`src/rtl/top_chip_pkg.sv`:
```
// Shared constants and types for top_chip: memory map, SPI commands,
// core opcodes and the SPI frame state encoding.
package top_chip_pkg;

    localparam logic [31:0] MEM_BASE_DEF = 32'h0000_0080;

    localparam logic [7:0]  CMD_WRITE    = 8'h02;
    localparam logic [7:0]  CMD_READ     = 8'h0B;

    localparam logic [31:0] INSTR_HALT   = 32'h0000_0FFF;

    typedef enum logic [3:0] {
        OP_LDI  = 4'h1,
        OP_ADDI = 4'h2,
        OP_OUT  = 4'h3,
        OP_JMP  = 4'h4
    } opcode_e;

    typedef enum logic [2:0] {
        SPI_IDLE = 3'd0,
        SPI_CMD  = 3'd1,
        SPI_ADDR = 3'd2,
        SPI_DATA = 3'd3,
        SPI_DONE = 3'd4
    } spi_state_e;

endpackage

```
`src/rtl/top_chip_if.sv`:
```
// Program memory port between the SPI slave (master side) and the memory
// array in top_chip (slave side): one write port, one combinational read port.
interface top_chip_if #(
    parameter int AW = 5
);
    logic          we;
    logic [AW-1:0] waddr;
    logic [31:0]   wdata;
    logic [AW-1:0] raddr;
    logic [31:0]   rdata;

    modport master (output we, waddr, wdata, raddr, input rdata);
    modport slave  (input we, waddr, wdata, raddr, output rdata);
endinterface

```
`src/rtl/spi_slave_regif.sv`:
```
// Mode-0 SPI slave: pad synchronizers, sclk/cs edge detection in the clk
// domain, cmd/addr/data frame FSM and the program memory access port.
module spi_slave_regif
    import top_chip_pkg::*;
#(
    parameter int          MEM_WORDS   = 32,
    parameter logic [31:0] MEM_BASE    = MEM_BASE_DEF,
    parameter int          SYNC_STAGES = 2
) (
    input  logic        clk_i,
    input  logic        rst_i,
    input  logic        sclk_i,
    input  logic        cs_i,
    input  logic        sdi_i,
    output logic        sdo_o,
    top_chip_if.master  mem_bus
);
    localparam int AW = $clog2(MEM_WORDS);

    logic [SYNC_STAGES-1:0] sclk_sync_q, cs_sync_q, sdi_sync_q;
    logic                   sclk_prev_q, cs_prev_q;
    logic                   sclk_s, cs_s, sdi_s;
    logic                   sclk_rise, sclk_fall, cs_fall;

    spi_state_e  state_q, state_d;
    logic [4:0]  cnt_q, cnt_d;
    logic [7:0]  cmd_q, cmd_d;
    logic [31:0] addr_q, addr_d;
    logic [31:0] data_q, data_d;
    logic [31:0] tx_q, tx_d;
    logic        tx_load_q, tx_load_d;

    logic [31:0] addr_off;
    logic        addr_hit;
    logic [31:0] rd_word;

    // Pad synchronizers plus one extra flop per clock/select for edge detection.
    // Everything clears to 0 so a cs held low through reset does not look like a frame start.
    always_ff @(posedge clk_i or posedge rst_i) begin
        if (rst_i) begin
            sclk_sync_q <= '0;
            cs_sync_q   <= '0;
            sdi_sync_q  <= '0;
            sclk_prev_q <= 1'b0;
            cs_prev_q   <= 1'b0;
        end else begin
            sclk_sync_q <= {sclk_sync_q[SYNC_STAGES-2:0], sclk_i};
            cs_sync_q   <= {cs_sync_q[SYNC_STAGES-2:0], cs_i};
            sdi_sync_q  <= {sdi_sync_q[SYNC_STAGES-2:0], sdi_i};
            sclk_prev_q <= sclk_s;
            cs_prev_q   <= cs_s;
        end
    end

    assign sclk_s    = sclk_sync_q[SYNC_STAGES-1];
    assign cs_s      = cs_sync_q[SYNC_STAGES-1];
    assign sdi_s     = sdi_sync_q[SYNC_STAGES-1];
    assign sclk_rise = sclk_s & ~sclk_prev_q;
    assign sclk_fall = ~sclk_s & sclk_prev_q;
    assign cs_fall   = ~cs_s & cs_prev_q;

    // Address decode: word aligned and inside the program window.
    assign addr_off = addr_q - MEM_BASE;
    assign addr_hit = (addr_q >= MEM_BASE) && (addr_off < 32'(MEM_WORDS * 4)) &&
                      (addr_q[1:0] == 2'b00);
    assign rd_word  = addr_hit ? mem_bus.rdata : 32'h0;

    assign mem_bus.raddr = AW'(addr_off >> 2);
    assign mem_bus.waddr = AW'(addr_off >> 2);
    assign mem_bus.wdata = data_q;
    assign mem_bus.we    = (state_q == SPI_DONE) && (cmd_q == CMD_WRITE) && addr_hit;

    assign sdo_o = (state_q == SPI_DATA) && (cmd_q == CMD_READ) ? tx_q[31] : 1'b0;

    // Frame FSM: cs high always wins, a cs fall restarts; bits shift in on sclk rise,
    // read data shifts out on sclk fall (first fall of the data phase loads the word).
    always_comb begin
        state_d   = state_q;
        cnt_d     = cnt_q;
        cmd_d     = cmd_q;
        addr_d    = addr_q;
        data_d    = data_q;
        tx_d      = tx_q;
        tx_load_d = tx_load_q;
        if (cs_s) begin
            state_d = SPI_IDLE;
        end else if (cs_fall) begin
            state_d   = SPI_CMD;
            cnt_d     = '0;
            cmd_d     = '0;
            addr_d    = '0;
            data_d    = '0;
            tx_d      = '0;
            tx_load_d = 1'b0;
        end else begin
            case (state_q)
                SPI_CMD: if (sclk_rise) begin
                    cmd_d = {cmd_q[6:0], sdi_s};
                    cnt_d = cnt_q + 5'd1;
                    if (cnt_q == 5'd7) begin
                        cnt_d   = '0;
                        // unknown commands park in IDLE until cs rises
                        state_d = (cmd_d == CMD_WRITE || cmd_d == CMD_READ) ? SPI_ADDR : SPI_IDLE;
                    end
                end
                SPI_ADDR: if (sclk_rise) begin
                    addr_d = {addr_q[30:0], sdi_s};
                    cnt_d  = cnt_q + 5'd1;
                    if (cnt_q == 5'd31) begin
                        cnt_d     = '0;
                        tx_load_d = 1'b1;
                        state_d   = SPI_DATA;
                    end
                end
                SPI_DATA: begin
                    if (sclk_fall) begin
                        tx_d      = tx_load_q ? rd_word : {tx_q[30:0], 1'b0};
                        tx_load_d = 1'b0;
                    end
                    if (sclk_rise) begin
                        data_d = {data_q[30:0], sdi_s};
                        cnt_d  = cnt_q + 5'd1;
                        if (cnt_q == 5'd31) state_d = SPI_DONE;
                    end
                end
                SPI_DONE: state_d = SPI_IDLE;
                default:  state_d = SPI_IDLE;
            endcase
        end
    end

    // Frame state registers.
    always_ff @(posedge clk_i or posedge rst_i) begin
        if (rst_i) begin
            state_q   <= SPI_IDLE;
            cnt_q     <= '0;
            cmd_q     <= '0;
            addr_q    <= '0;
            data_q    <= '0;
            tx_q      <= '0;
            tx_load_q <= 1'b0;
        end else begin
            state_q   <= state_d;
            cnt_q     <= cnt_d;
            cmd_q     <= cmd_d;
            addr_q    <= addr_d;
            data_q    <= data_d;
            tx_q      <= tx_d;
            tx_load_q <= tx_load_d;
        end
    end

endmodule

```
`src/rtl/top_chip.sv`:
```
// Chip top: program memory loaded over SPI, and a tiny accumulator core
// (PC/ACC/GPIO) executing one instruction per clk while both enables are high.
module top_chip
    import top_chip_pkg::*;
#(
    parameter int          MEM_WORDS   = 32,
    parameter logic [31:0] MEM_BASE    = MEM_BASE_DEF,
    parameter int          SYNC_STAGES = 2
) (
    input  logic        clk_i_PAD,
    input  logic        rst_i_PAD,
    input  logic        fetch_enable_i_PAD,
    input  logic        en_ifetch_i_PAD,
    input  logic        spi_sclk_PAD,
    input  logic        spi_cs_PAD,
    output logic [1:0]  spi_mode_PAD,
    input  logic        spi_sdi0_PAD,
    input  logic        spi_sdi1_PAD,
    input  logic        spi_sdi2_PAD,
    input  logic        spi_sdi3_PAD,
    output logic        spi_sdo0_PAD,
    output logic        spi_sdo1_PAD,
    output logic        spi_sdo2_PAD,
    output logic        spi_sdo3_PAD,
    output logic [31:0] gpio_o_PAD
);
    localparam int AW = $clog2(MEM_WORDS);

    top_chip_if #(.AW(AW)) mem_bus ();

    spi_slave_regif #(
        .MEM_WORDS   (MEM_WORDS),
        .MEM_BASE    (MEM_BASE),
        .SYNC_STAGES (SYNC_STAGES)
    ) u_spi (
        .clk_i   (clk_i_PAD),
        .rst_i   (rst_i_PAD),
        .sclk_i  (spi_sclk_PAD),
        .cs_i    (spi_cs_PAD),
        .sdi_i   (spi_sdi0_PAD),
        .sdo_o   (spi_sdo0_PAD),
        .mem_bus (mem_bus)
    );

    assign spi_mode_PAD = 2'b00;
    assign spi_sdo1_PAD = 1'b0;
    assign spi_sdo2_PAD = 1'b0;
    assign spi_sdo3_PAD = 1'b0;

    logic [31:0] mem_q [MEM_WORDS];
    logic [4:0]  pc_q, pc_d;
    logic [31:0] acc_q, acc_d;
    logic [31:0] gpio_q, gpio_d;
    logic [31:0] instr;
    logic        unused_bits;

    // Program memory write port; deliberately not reset so a loaded program survives reset.
    always_ff @(posedge clk_i_PAD) begin
        if (mem_bus.we) mem_q[mem_bus.waddr] <= mem_bus.wdata;
    end

    // Both reads are combinational, so a same-cycle SPI write is seen only from the next clk.
    assign mem_bus.rdata = mem_q[mem_bus.raddr];
    assign instr         = mem_q[pc_q];

    assign unused_bits = ^{instr[27:16], spi_sdi1_PAD, spi_sdi2_PAD, spi_sdi3_PAD};

    // Instruction execute: HALT freezes PC, JMP loads it, everything else steps it.
    always_comb begin
        pc_d   = pc_q;
        acc_d  = acc_q;
        gpio_d = gpio_q;
        if (fetch_enable_i_PAD && en_ifetch_i_PAD && instr != INSTR_HALT) begin
            pc_d = pc_q + 5'd1;
            case (opcode_e'(instr[31:28]))
                OP_LDI:  acc_d  = {16'h0, instr[15:0]};
                OP_ADDI: acc_d  = acc_q + {{16{instr[15]}}, instr[15:0]};
                OP_OUT:  gpio_d = acc_q;
                OP_JMP:  pc_d   = instr[4:0];
                default: ;
            endcase
        end
    end

    // Core architectural state.
    always_ff @(posedge clk_i_PAD or posedge rst_i_PAD) begin
        if (rst_i_PAD) begin
            pc_q   <= '0;
            acc_q  <= '0;
            gpio_q <= '0;
        end else begin
            pc_q   <= pc_d;
            acc_q  <= acc_d;
            gpio_q <= gpio_d;
        end
    end

    assign gpio_o_PAD = gpio_q;

endmodule

```
`config.mk`:
```
export PLATFORM = sky130hd
export DESIGN_NAME = top_chip
export DESIGN_NICKNAME = d
export VERILOG_FILES = /design/src/rtl/top_chip_pkg.sv /design/src/rtl/top_chip_if.sv /design/src/rtl/spi_slave_regif.sv /design/src/rtl/top_chip.sv
export SDC_FILE = /design/constraint.sdc
export NUM_CORES = 2
export LEC_CHECK = 0
export BUFFER_PORTS_ARGS = -buffer_cell sky130_fd_sc_hd__buf_2
export CORE_ASPECT_RATIO = 1.5
export CORE_MARGIN = 1.5
export CORE_UTILIZATION = 45
export CTS_CLUSTER_DIAMETER = 60
export DETAILED_ROUTE_END_ITERATION = 7
export SKIP_CTS_REPAIR_TIMING = 1
export SYNTH_ARGS = -nofsm -noshare
export SYNTH_HDL_FRONTEND = slang
export SYNTH_SLANG_ARGS = --single-unit
```
`constraint.sdc`:
```
create_clock -name clk_i_PAD -period 7 [get_ports clk_i_PAD]
set_clock_uncertainty 0.15 [all_clocks]
set_input_delay 0.35 -clock clk_i_PAD [delete_from_list [all_inputs] [get_ports clk_i_PAD]]
set_output_delay 0.35 -clock clk_i_PAD [all_outputs]
set_load 0.02 [all_outputs]
```
Word level (Yosys, flattened, before mapping)

Memory sizes are Yosys's and may differ from the RTL's.
Index checks and enable logic that the tools add are counted.

$add $sub $neg: 4
Multiply operators: 0
Divide/modulo/power cells: 0
Order comparisons: 2
Equality and inequality tests: 26
Shifts and indexed selects: 0
Muxes and demuxes: 41
Bitwise operators: 6
Reductions and logical operators: 26

Operators by type and width:

| operator                                                                | count |
|---|---|
| 32-bit 2-to-1 mux                                                       | 11 |
| 32-bit one-hot mux with 2 select lines                                  | 1 |
| 5-bit 2-to-1 mux                                                        | 7 |
| 32-bit adder                                                            | 1 |
| 32-bit by 8-bit >= comparator with 1-bit output (second input constant) | 1 |
| 32-bit by 8-bit < comparator with 1-bit output (second input constant)  | 1 |
| 32-bit by 12-bit != test with 1-bit output (second input constant)      | 1 |
| 32-bit by 8-bit subtractor with 32-bit output (second input constant)   | 1 |
| 3-bit 2-to-1 mux                                                        | 8 |
| 8-bit 2-to-1 mux                                                        | 3 |
| 4-bit by 1-bit != test with 1-bit output (second input constant)        | 5 |
| 8-bit by 2-bit equality test with 1-bit output (second input constant)  | 2 |
| 8-bit by 4-bit equality test with 1-bit output (second input constant)  | 2 |
| 3-bit by 1-bit != test with 1-bit output (second input constant)        | 5 |
| 5-bit one-hot mux with 3 select lines                                   | 1 |
| 3-bit AND reduction                                                     | 4 |
| 2-bit nonzero test                                                      | 6 |
| 5-bit by 1-bit adder with 5-bit output (second input constant)          | 2 |
| 5-bit AND reduction                                                     | 2 |
| 3-bit one-hot mux with 3 select lines                                   | 1 |
| 4-bit by 2-bit equality test with 1-bit output (second input constant)  | 2 |
| 1-bit logical AND                                                       | 7 |
| 1-bit 2-to-1 mux                                                        | 7 |
| 3-bit by 2-bit equality test with 1-bit output (second input constant)  | 2 |
| other kinds (17)                                                        | 22 |

Flip-flop bits (word level): 190
Bits in latches: 0
RAM bits: 1024
ROM bits: 0
Bits of input ports: 10
Output and inout bits: 38
Word-level logic and storage cells: 121
Memories: 1

Memories:

| memory | depth | bits a word | rd ports | clocked after Yosys merged registers in | wr ports | RTL line       | text |
|---|---|---|---|---|---|---|---|
| mem_q  | 32    | 32          | 2        | 0                                       | 1        | top_chip.sv:50 | `logic [31:0] mem_q [MEM_WORDS];` |

Depth between registers and ports, before layout

Word-level depth: 9
Depth in mapped cells: 21
Gate-level depth less buffers: 16

Modules after synthesis

A second synthesis with hierarchy kept.

Cells, all modules: 3200
Area total of the unflattened synthesis: 55707.2 um2

Modules (own cells, without submodules):

| module          | instances | cells an instance | area an instance (um2) | sequential area each (um2) |
|---|---|---|---|---|
| top_chip        | 1         | 2587              | 49882.8                | 32476.1 |
| spi_slave_regif | 1         | 613               | 5824.3                 | 3027.9 |

Worst setup path before layout

Ideal clock, no wire load.

Path type: flip-flop to flip-flop
Start: register pc_q[1]
End: register acc_q[31]
Library setup time: 0.087 ns
Data arrival time: 4.562 ns
Data required time: 6.763 ns
Setup slack: 2.201 ns
Cell stages (with the launch flop): 18
Path buffers: 3
Clock period less this slack: 4.799 ns
Cell sequence: dfrtp_1 buf_4 buf_6 buf_2 mux4_2 nand2_1 and3_1 a311oi_2 ha_1 a21oi_1 o21ai_0 or2_2 and3_1 o21ai_0 and4_1 nor4_1 or4_1 o211ai_1

Longest elaborated chain between the ends: 4
Elaborated cells on any way between the ends: 9
Those cells by class: 1 x add/sub; 3 x eq/ne; 1 x mux; 3 x reduce/logical; 1 x memory

Ends and longest elaborated chain:

| what                                                 | RTL line       | text |
|---|---|---|
| start: declaration                                   | top_chip.sv:51 | `logic [4:0] pc_q, pc_d;` |
| start signal: assignment                             | top_chip.sv:92 | `pc_q <= pc_d;` |
| memory read 32 x 32 bit *                            | --             |  |
| branches (longest 3 deep; another with 32-bit adder) | --             |  |
| end signal: assignment                               | top_chip.sv:89 | `acc_q <= '0;` |
| end signal: assignment                               | top_chip.sv:93 | `acc_q <= acc_d;` |
| end: declaration                                     | top_chip.sv:52 | `logic [31:0] acc_q, acc_d;` |

Mark *: on every way between the ends.
A chain may end at the register's enable or synchronous reset.

Final worst setup path

Start: register pc_q[1]
End: register acc_q[28]

The elaborated chain is that of the path after synthesis.

==> impl_metrics.tcl <==
set metrics [dict create \
    status "finished with violations" \
    violations "hold timing" \
    ys.flop_type "edfxtp_1" \
    track_usage_pct 27.73 \
    maxSlewViolCount 0 \
    dp_hpwl_um 105700 \
    syn-mean-instance-area_um2 16.92 \
    synth_compound_area_share_pct 7.108 \
    grt_pass1_vias 34890 \
    yosysUniqueCellTypes 80 \
    required_ns 7.46 \
    dr.pass1.iters 6 \
    synth_top_area_share_pct 56.15 \
    drive_above_1_share_pct 25.09 \
    yosys-top-cells-area "edfxtp_1 56%, mux4_2 17%, dfrtp_1 8.7%, o22ai_1 1.7%, mux2i_1 1.4%" \
    die_area_mm2 0.1238 \
    r2r_slack_ns 1.11 \
    power_uw 17160 \
    grt_max_degree 144 \
    avgRoutedWirePerCell_um 34.04 \
    synth_mux_area_share_pct 18.85 \
    die_h_um 430.3 \
    setup_violations 0 \
    rows 156 \
    finalHoldViolations 3 \
    overflow 0 \
    htree_levels 3 \
    power.leakage_uw 0.01842 \
    maxCapViolCount 0 \
    place_congestion 0.8964 \
    p_per_area_mw_per_mm2 279.0 \
    portBuffers 39 \
    syn_area_mm2 0.05476 \
    drc 0 \
    async_flop_share_pct 15.65 \
    grt_first_pass_wirelength_um 244100 \
    clk_path_buf_depth 3 \
    synth-xor-area-share_pct 0.3199 \
    io_pins 48 \
    area_delta_synth_final_pct 12.26 \
    drt_iter0_markers 3730 \
    synth-seq-cells 1214 \
    setup_tns_ns 0 \
    start_util_pct 45.40 \
    ys_seq_area_share_pct 64.83 \
    hp-class "in -> async" \
    path_class "reg -> reg" \
    cts-buffers-inserted 112 \
    clk_latency_ns 0.75 \
    relSlewSlack_pct 9.487 \
    synth_cells 3236 \
    clkSinkCount 1214 \
    clk_pin_slew_worst_paths_ns 0.07 \
    routed-via-count 33760 \
    ys_warn_count 0 \
    pre_cts_slack_ns 1.203 \
    synth_top_family_by_area "multiplexers" \
    nNetsFinal 3372 \
    post-route-util_pct 50.97 \
    antenna_found_initial 1 \
    cts_tree "built" \
    timing.final.ws_setup_ns 1.107 \
    final.min_clock_period_ns 5.893 \
    vdd_drop_max_uv 189.1 \
    die_x_um 287.8 \
    critPathCaptureType "flop" \
    arrival_ns 6.36 \
    clockRootBuffer "clkbuf_16" \
    yosysTopAreaCell "edfxtp_1" \
    hold_ws_ns -0.002867 \
    rsz0062_at_grt "false" \
    vias_per_cell 6.742 \
    fmax_ghz 0.1697 \
    synthAdderAreaFrac_pct 0.8362 \
    crit_fanout 46 \
    ant_nets 0 \
    min_period_over_period_pct 84.19 \
    drt-total-wl_um 170500 \
    synth_enable_flop_cells 1024 \
    crit_path_start_kind "flop" \
    synthSimpleGateAreaFrac_pct 5.998 \
    core_mm2 0.1206 \
    tightest_slew_ns 1.358 \
]
stage by stage:
step                      instance area [µm²]  instances
final                                   61480       5007
after detailed placement                57580       4787
after global routing                    61470       5005
after floorplan                         54780       3240
after global placement                  57560       4786
after CTS                               61400       4999
area by class of cell:
cell class | count | area [µm²]
Clock buffer | 132 | 2939
Inverter | 30 | 120.1
Multi-Input combinational cell | 1783 | 18460
Fill cell | 9645 | 59150
Timing Repair Buffer | 185 | 1567
Sequential cell | 1214 | 35530
Antenna cell | 3 | 7.507
Tap cell | 1580 | 1977
Clock inverter | 80 | 880.8
report_power, final:
part | leakage [µW] | internal (µW) | switching [µW]
registers | 0.0108 | 7770 | 209
logic | 0.00581 | 972 | 1830
clock network | 0.00183 | 3580 | 2800
cells in the mapped netlist, types with 12 or more instances:
master and count:
nand2_1 140, nand4_1 23, mux2_4 30, inv_1 30
or4_1 12, clkbuf_1 120, o31ai_1 16, a22oi_1 40
o21ai_0 77, mux2i_1 74, a31oi_1 49, dfrtp_1 190
mux4_2 402, and3_1 15, buf_2 26, buf_6 12
edfxtp_1 1024, nor2_1 133, a21o_1 15, or3_1 14
nor3_1 58, nor2b_1 48, a22o_1 70, buf_1 32
nor4_1 97, a21oi_1 48, nand3_1 51, ha_1 35
buf_4 23, a211oi_1 17, o22ai_1 147
cells in the final DEF, fill, tap and decap left out, types with 12 or more instances in the layout:
cell,instances
a21o_1,15
buf_12,18
nor2_1,100
a22oi_1,40
and3_1,15
or3_1,13
buf_2,39
clkinv_2,15
clkinv_1,19
nand3_1,50
o22ai_1,147
nor3_1,57
or4_1,12
a22o_1,70
nor2_4,33
a31oi_1,49
o31ai_1,16
bufinv_16,15
clkbuf_16,113
dfrtp_1,183
mux4_2,402
inv_1,28
ha_1,35
buf_4,122
nor2b_1,48
clkinvlp_4,13
clkbuf_1,15
nor4_1,97
edfxtp_1,1024
o21ai_0,77
nand4_1,23
nand2_1,138
a211oi_1,17
a21oi_1,48
mux2_4,30
mux2i_1,74
cells by family (layout without fill, tap and decap cells):
family,Yosys count,count (layout)
xor+xnor,20,20
mux,513,513
flops,1214,1214
other cells,1,8
fa+ha+maj,36,36
simple gates,643,643
buf+inv,243,427
compound gates,566,566
metal layers:
| metal | wire length (µm) | share of wire (%) | vias to the layer above | GRT usage (%) |
|---|---|---|---|---|
| li1 | - | - | 13680 | - |
| met3 | 13170 | 7.7 | 516 | 3.921 |
| met1 | 56900 | 33 | 17710 | 32.08 |
| met5 | 0 | 0 | - | 0 |
| met4 | 12810 | 7.5 | 0 | 18.11 |
| met2 | 87590 | 51 | 1852 | 47.97 |
sequential cells by signal, indices dropped and copies added (netlist names):
signal               count
pc_q                     5
mem_q                 1024
u_spi.sdi_sync_q         2
gpio_o_PAD              32
u_spi.tx_q              32
u_spi.state_q            3
u_spi.sclk_sync_q        2
u_spi.cs_prev_q          1
u_spi.cnt_q              5
u_spi.mem_bus.wdata     32
u_spi.addr_q            32
acc_q                   32
u_spi.tx_load_q          1
u_spi.cmd_q              8
u_spi.sclk_prev_q        1
u_spi.cs_sync_q          2
critical path, stage by stage, from the launching register on:
cell and delay [ns]:
dfrtp_4 1.11, buf_4 0.38, mux4_2 0.54, mux4_2 0.48, nor2_1 0.20, a311oi_4 0.11
buf_4 0.24, ha_1 0.23, a21oi_1 0.29, nand4_1 0.14, o22ai_1 0.29, nand4_1 0.18
a31oi_1 0.45, o21ai_0 0.18, buf_4 0.18, a221oi_1 0.30, xor2_1 0.18, o21ai_0 0.11
final timing paths:
path | startpoint | endpoint | depth (start not counted)
worst max-delay path | pc_q[1]$_DFFE_PP0P_ | acc_q[28]$_DFFE_PP0P_ | 17
worst min-delay path | rst_i_PAD | u_spi.cmd_q[6]$_DFFE_PP0P_ | 3
worst max register to register | pc_q[1]$_DFFE_PP0P_ | acc_q[28]$_DFFE_PP0P_ | 17
worst min register to register | u_spi.sdi_sync_q[0]$_DFF_PP0_ | u_spi.sdi_sync_q[1]$_DFF_PP0_ | 0
max in group asynchronous | rst_i_PAD | pc_q[1]$_DFFE_PP0P_ | 4
min in group clk_i_PAD | fetch_enable_i_PAD | pc_q[0]$_DFFE_PP0P_ | 4
No activity file was read; power rests on OpenSTA's default activity.
